File: config.mk
export PLATFORM = sky130hd
export DESIGN_NAME = pipe_stage_reg
export DESIGN_NICKNAME = d
export VERILOG_FILES = /design/src/rtl/pipe_stage_reg_pkg.sv /design/src/rtl/pipe_stage_reg_sat_counter.sv /design/src/rtl/pipe_stage_reg.sv
export SDC_FILE = /design/constraint.sdc
export NUM_CORES = 1
export LEC_CHECK = 0
export CAP_MARGIN = 15
export CORE_ASPECT_RATIO = 0.9
export CORE_MARGIN = 10
export CORE_UTILIZATION = 40
export CTS_CLUSTER_SIZE = 40
export DETAILED_ROUTE_END_ITERATION = 7
export PLACE_DENSITY = 0.76
export SLEW_MARGIN = 10
export SYNTH_ARGS = -nofsm -noshare
export SYNTH_HDL_FRONTEND = slang
export SYNTH_HIERARCHICAL = 1
export SYNTH_SLANG_ARGS = --single-unit
File: constraint.sdc
create_clock -name clk -period 3.5 [get_ports clk]
set_input_delay 0.525 -clock clk [delete_from_list [all_inputs] [get_ports clk]]
set_output_delay 0.525 -clock clk [all_outputs]
set_load 0.005 [all_outputs]
File: src/rtl/pipe_stage_reg_pkg.sv
// Shared CPU definitions for the inter-stage pipeline registers: the reset and
// handler PC values, the exception codes, the stage payload widths, and the
// per-cycle operation the stage register performs.
package pipe_stage_reg_pkg;

  // PC loaded on reset (boot vector) and on flush (exception handler entry)
  localparam logic [31:0] RESET_PC = 32'h0000_3000;
  localparam logic [31:0] FLUSH_PC = 32'h0000_4180;

  // Exception codes carried through the pipe; the stage register never
  // interprets them, it only forwards or clears them
  localparam int          EXC_CODE_W = 5;
  localparam logic [4:0]  EXC_NONE   = 5'd0;
  localparam logic [4:0]  EXC_INT    = 5'd0;
  localparam logic [4:0]  EXC_ADEL   = 5'd4;
  localparam logic [4:0]  EXC_ADES   = 5'd5;
  localparam logic [4:0]  EXC_RI     = 5'd10;
  localparam logic [4:0]  EXC_OV     = 5'd12;

  // Payload widths of the individual stage boundaries; callers pack the
  // instruction word, operands and control bits into one vector
  localparam int INSTR_W      = 32;
  localparam int FD_DATA_W    = 32;
  localparam int DE_DATA_W    = 64;
  localparam int EM_DATA_W    = 64;
  localparam int MW_DATA_W    = 64;
  localparam int STAGE_DATA_W = 64;
  localparam int STALL_CNT_W  = 16;

  // What the stage register does on the next edge (reset is handled apart,
  // since it also clears the stall counter)
  typedef enum logic [1:0] {
    STAGE_HOLD   = 2'd0,
    STAGE_LOAD   = 2'd1,
    STAGE_BUBBLE = 2'd2,
    STAGE_FLUSH  = 2'd3
  } stage_op_e;

  // Flush beats bubble, bubble beats advance; with none of them the stage holds
  function automatic stage_op_e decode_stage_op(input logic flush,
                                                input logic bubble,
                                                input logic en);
    stage_op_e op;
    if (flush)       op = STAGE_FLUSH;
    else if (bubble) op = STAGE_BUBBLE;
    else if (en)     op = STAGE_LOAD;
    else             op = STAGE_HOLD;
    return op;
  endfunction

endpackage

File: src/rtl/pipe_stage_reg_sat_counter.sv
// Saturating up-counter used to measure how long a stage holds a valid
// instruction. It sticks at all-ones instead of wrapping, so a long stall
// never reads back as a short one.
module sat_counter #(
  parameter int W = 16
) (
  input  logic         clk,
  input  logic         reset,
  input  logic         inc,
  input  logic         clr,
  output logic [W-1:0] q
);

  logic at_max;

  // Saturation detect: the counter is full when every bit is set
  always_comb begin
    at_max = &q;
  end

  // Count register: synchronous active-low reset, then clear, then increment
  always_ff @(posedge clk) begin
    if (!reset) begin
      q <= '0;
    end else if (clr) begin
      q <= '0;
    end else if (inc && !at_max) begin
      q <= q + W'(1);
    end
  end

endmodule

File: src/rtl/pipe_stage_reg.sv
// Inter-stage pipeline register (F/D, D/E, E/M, M/W). Carries payload, PC,
// branch-delay flag and exception code with stall, flush and bubble support.
// A bubble keeps the PC/BD of the instruction that was held back, so CP0
// reports the right EPC/BD when an interrupt is taken on the bubble.
module pipe_stage_reg #(
  parameter int              DATA_W   = 64,
  parameter int              PC_W     = 32,
  parameter int              EXC_W    = 5,
  parameter int              CNT_W    = 16,
  parameter logic [PC_W-1:0] RESET_PC = PC_W'(pipe_stage_reg_pkg::RESET_PC),
  parameter logic [PC_W-1:0] FLUSH_PC = PC_W'(pipe_stage_reg_pkg::FLUSH_PC)
) (
  input  logic              clk,
  input  logic              reset,
  input  logic              en,
  input  logic              flush,
  input  logic              bubble,
  input  logic              in_valid,
  input  logic [DATA_W-1:0] in_data,
  input  logic [PC_W-1:0]   in_pc,
  input  logic              in_bd,
  input  logic [EXC_W-1:0]  in_exc,
  output logic              out_valid,
  output logic [DATA_W-1:0] out_data,
  output logic [PC_W-1:0]   out_pc,
  output logic              out_bd,
  output logic [EXC_W-1:0]  out_exc,
  output logic [CNT_W-1:0]  stall_cnt
);

  import pipe_stage_reg_pkg::*;

  stage_op_e stage_op;
  logic      hold_valid;

  // Decode this cycle's operation and whether it is a stall on a real instruction
  always_comb begin
    stage_op   = decode_stage_op(flush, bubble, en);
    hold_valid = (stage_op == STAGE_HOLD) && out_valid;
  end

  // All stage fields: reset, then flush, bubble, load, otherwise hold
  always_ff @(posedge clk) begin
    if (!reset) begin
      out_valid <= 1'b0;
      out_data  <= '0;
      out_pc    <= RESET_PC;
      out_bd    <= 1'b0;
      out_exc   <= '0;
    end else begin
      unique case (stage_op)
        STAGE_FLUSH: begin
          out_valid <= 1'b0;
          out_data  <= '0;
          out_pc    <= FLUSH_PC;
          out_bd    <= 1'b0;
          out_exc   <= '0;
        end
        STAGE_BUBBLE: begin
          out_valid <= 1'b0;
          out_data  <= '0;
          out_pc    <= in_pc;
          out_bd    <= in_bd;
          out_exc   <= '0;
        end
        STAGE_LOAD: begin
          out_valid <= in_valid;
          out_data  <= in_data;
          out_pc    <= in_pc;
          out_bd    <= in_bd;
          out_exc   <= in_valid ? in_exc : '0;
        end
        default: begin
          out_valid <= out_valid;
          out_data  <= out_data;
          out_pc    <= out_pc;
          out_bd    <= out_bd;
          out_exc   <= out_exc;
        end
      endcase
    end
  end

  // Stall-cycle counter; only reset clears it, so flushes do not lose history
  sat_counter #(
    .W(CNT_W)
  ) u_stall_cnt (
    .clk  (clk),
    .reset(reset),
    .inc  (hold_valid),
    .clr  (1'b0),
    .q    (stall_cnt)
  );

endmodule

==> impl_metrics.yaml <==
pwr:
  p_switching_mw: 0.757
  p_int_mw: 2.92
  p_per_area_mw_per_mm2: 451
  pwr-share-seq: 0.385
  p_comb_frac: 0.104
  power_switching_share: 0.206
  vdd_ir_drop_max_mv: 0.299
  clockPowerShare: 0.511
  power_leakage_nw: 2.72
clock_network:
  ctsHtreeMaxLevel: 4
  root_buffer: "clkbuf_16"
  insertion_delay_ns: 0.41
  postCtsResizedCells: 0
  hold_buffers: 0
  path_clk_slew_ns: 0.05
  cts_max_path_buffers: 2
  post-cts-setup-buffer-count: 0
  cts_buffers: 17
  clock-sinks: 119
  cts_tree: "built"
setup_path:
  reg2reg_depth: 4
  worst-path-stages: 9
  cp.required_ns: 3.84
  worstSetupPathType: "input port to flop"
  crit_path_cell_trace: "clkdlybuf4s50_1 > inv_1 > a21oi_1 > ha_4 > and2_1 > nand2_1 > or3_4 > or4_1 > a21oi_1"
  reg2reg_slack_ns: 1.55
  max_stage_delay_ns: 0.47
  cp-start-kind: "input port"
  path_delay_family: "simple AND/OR/NAND/NOR gates"
  crit_fanout: 4
  cp_data_arrival_time_ns: 2.84
  endpoint_kind: "flop"
  path_buf_inv: 2
  cp_slowest_cell: "clkdlybuf4s50_1"
  critPathMostFrequentCell: "a21oi_1"
floorplanning:
  num_io_pins: 227
  initial_utilization: 0.412
  die_h_um: 129
  die_x_um: 141
  core-area_mm2: 0.0128
  rows: 39
  dieArea_mm2: 0.0182
place:
  place_hpwl_mm: 11.7
  io_buffers: 226
  gp_congestion: 0.802
  dpl_cell_area_mm2: 0.00751
timing:
  worst_pin_slew_ns: 0.848
  fin_skew_ns: 0.00334
  min_period_ns: 2.51
  setup_violations: 0
  clock.fmax_mhz: 399
  hold-worst-slack_ns: 0.450
  setup_tns_ns: 0
  finalCritPeriodShare: 0.716
  hold_viol: 0
  slew_viol_final: 0
  rsz0062_at_grt: "no"
  slew_headroom: 0.435
yosys:
  ys_ff_latch: 119
  synth_enable_flop_cells: 0
  synth_cells: 555
  syn_avg_cell_area_um2: 9.49
  yosysWarnings: 6
  async_reset_ff_frac: 0
  synth_ff_type: "dfxtp_1"
  ys_types: 50
  syn_area_mm2: 0.00527
  ys_seq_area_frac: 0.452
global_route:
  grt_pass1_vias: 4768
  grt.overflow.total: 0
  grt_max_degree: 200
  grt_pass1_wl_mm: 25.1
  antenna_found_initial: 1
  grtUsageTotal: 0.172
finish:
  design_area_mm2: 0.00816
  insertedDiodeCount: 0
  finalNetCount: 868
  drive_gt1_frac: 0.0974
  area_growth_pct: 54.9
  utilization: 0.638
status:
  status: "finished clean"
drt:
  viasPerCell: 5.18
  dr.pass1.iters: 5
  detail_route.wirelength_mm: 16.5
  routedWlPerCell_um: 17.7
  route.vias.total: 4835
  drc: 0
  drtIter0Drc: 216
  antenna_left: 0
job:
  cap_violations: 0
hold_path:
  min_path_cells: 2
  min_path_type: "flop to flop"
-- state kept, by name, indices dropped and copies added, names as in the netlist --
name	flops
out_data	64
out_pc	32
u_stall_cnt/q	16
out_exc	5
out_bd	1
out_valid	1
-- layout make-up --
class / count / area, µm²
Sequential cell: 119 / 2380
Inverter: 6 / 22.5
Clock buffer: 25 / 505
Fill cell: 1054 / 4630
Tap cell: 164 / 205
Clock inverter: 7 / 139
Timing Repair Buffer: 229 / 2300
Multi-Input combinational cell: 384 / 2600
-- Yosys cell counts (all sizes together), types with 2 or more instances --
cell type	n	area share
nand2	108	0.077
buf	38	0.046
or4	4	0.0059
nand2b	3	0.0036
o221a	3	0.0064
o31ai	3	0.0043
ha	3	0.0071
nand4	6	0.011
a21oi	8	0.0076
nand3	4	0.0038
nor2	5	0.0036
nand3b	93	0.13
or3	5	0.0071
dfxtp	119	0.45
o41ai	2	0.0069
clkbuf	9	0.0071
nor4	4	0.0048
nor3	3	0.0029
and2	3	0.0036
nand4b	5	0.0083
a21boi	97	0.16
o21a	4	0.0057
inv	6	0.0043
o211ai	2	0.0029
o21ai	5	0.0048
-- worst paths after layout --
path / from / endpoint
worst max-delay path: bubble / u_stall_cnt/q[9]
worst min-delay path: out_data[46] / out_data[46]
worst max register to register: u_stall_cnt/q[12] / u_stall_cnt/q[3]
worst min register to register: out_data[46] / out_data[46]
-- power groups by stage --
stage                     Combinational (mW)  Sequential, mW  Clock (mW)
after floorplan                        0.151            1.45           0
after detailed placement               0.385            1.45           0
final                                  0.382            1.42        1.88
after global routing                   0.411            1.42        1.98
after global placement                 0.378            1.44           0
after CTS                              0.387            1.42        1.92
-- kinds of logic after synthesis --
group	after synthesis	synth area share
flops	119	0.452
other cells	1	0.000712
buf+inv	53	0.0575
fa+ha+maj	3	0.00713
mux	2	0.00404
compound gates	129	0.206
xor+xnor	1	0.00166
simple gates	247	0.270
-- placed cells by master (no fill, tap or decap), types with 4 or more instances in the layout --
| cell type | n |
|---|---|
| clkdlybuf4s50_1 | 225 |
| dfxtp_1 | 119 |
| nand2_1 | 108 |
| nand3b_1 | 93 |
| a21boi_1 | 61 |
| a21boi_2 | 30 |
| clkbuf_16 | 17 |
| a21oi_1 | 8 |
| a21boi_0 | 6 |
| inv_1 | 5 |
| nand4b_1 | 5 |
| nor2_1 | 5 |
| clkbuf_8 | 5 |
| o21ai_0 | 5 |
| o21a_1 | 4 |
| bufinv_16 | 4 |
| nand4_1 | 4 |
| nand3_1 | 4 |
| nor4_1 | 4 |
-- through the flow --
stage,total power [mW],std cells,worst slack [ns]
floorplan,1.60,556,1.13
global placement,1.82,902,0.628
detailed placement,1.83,902,0.587
CTS,3.72,934,1.02
global route,3.81,934,0.840
finish,3.68,934,0.993
-- routing by layer --
metal,global-route usage,wire length (µm),vias to the layer above
met5,0,10,-
met3,0.0868,1680,21
met2,0.292,8140,163
li1,-,-,2343
met1,0.177,6310,2306
met4,0.0740,347,2
-- worst min-delay path, delay by kind of cell, from the launching register on --
family / cells / cell delay (ns)
AOI/OAI and AO/OA: 1 / 0.05
DFF: 1 / 0.30
and+or+nand+nor: 1 / 0.05
Power figures use the tool's default switching activity.
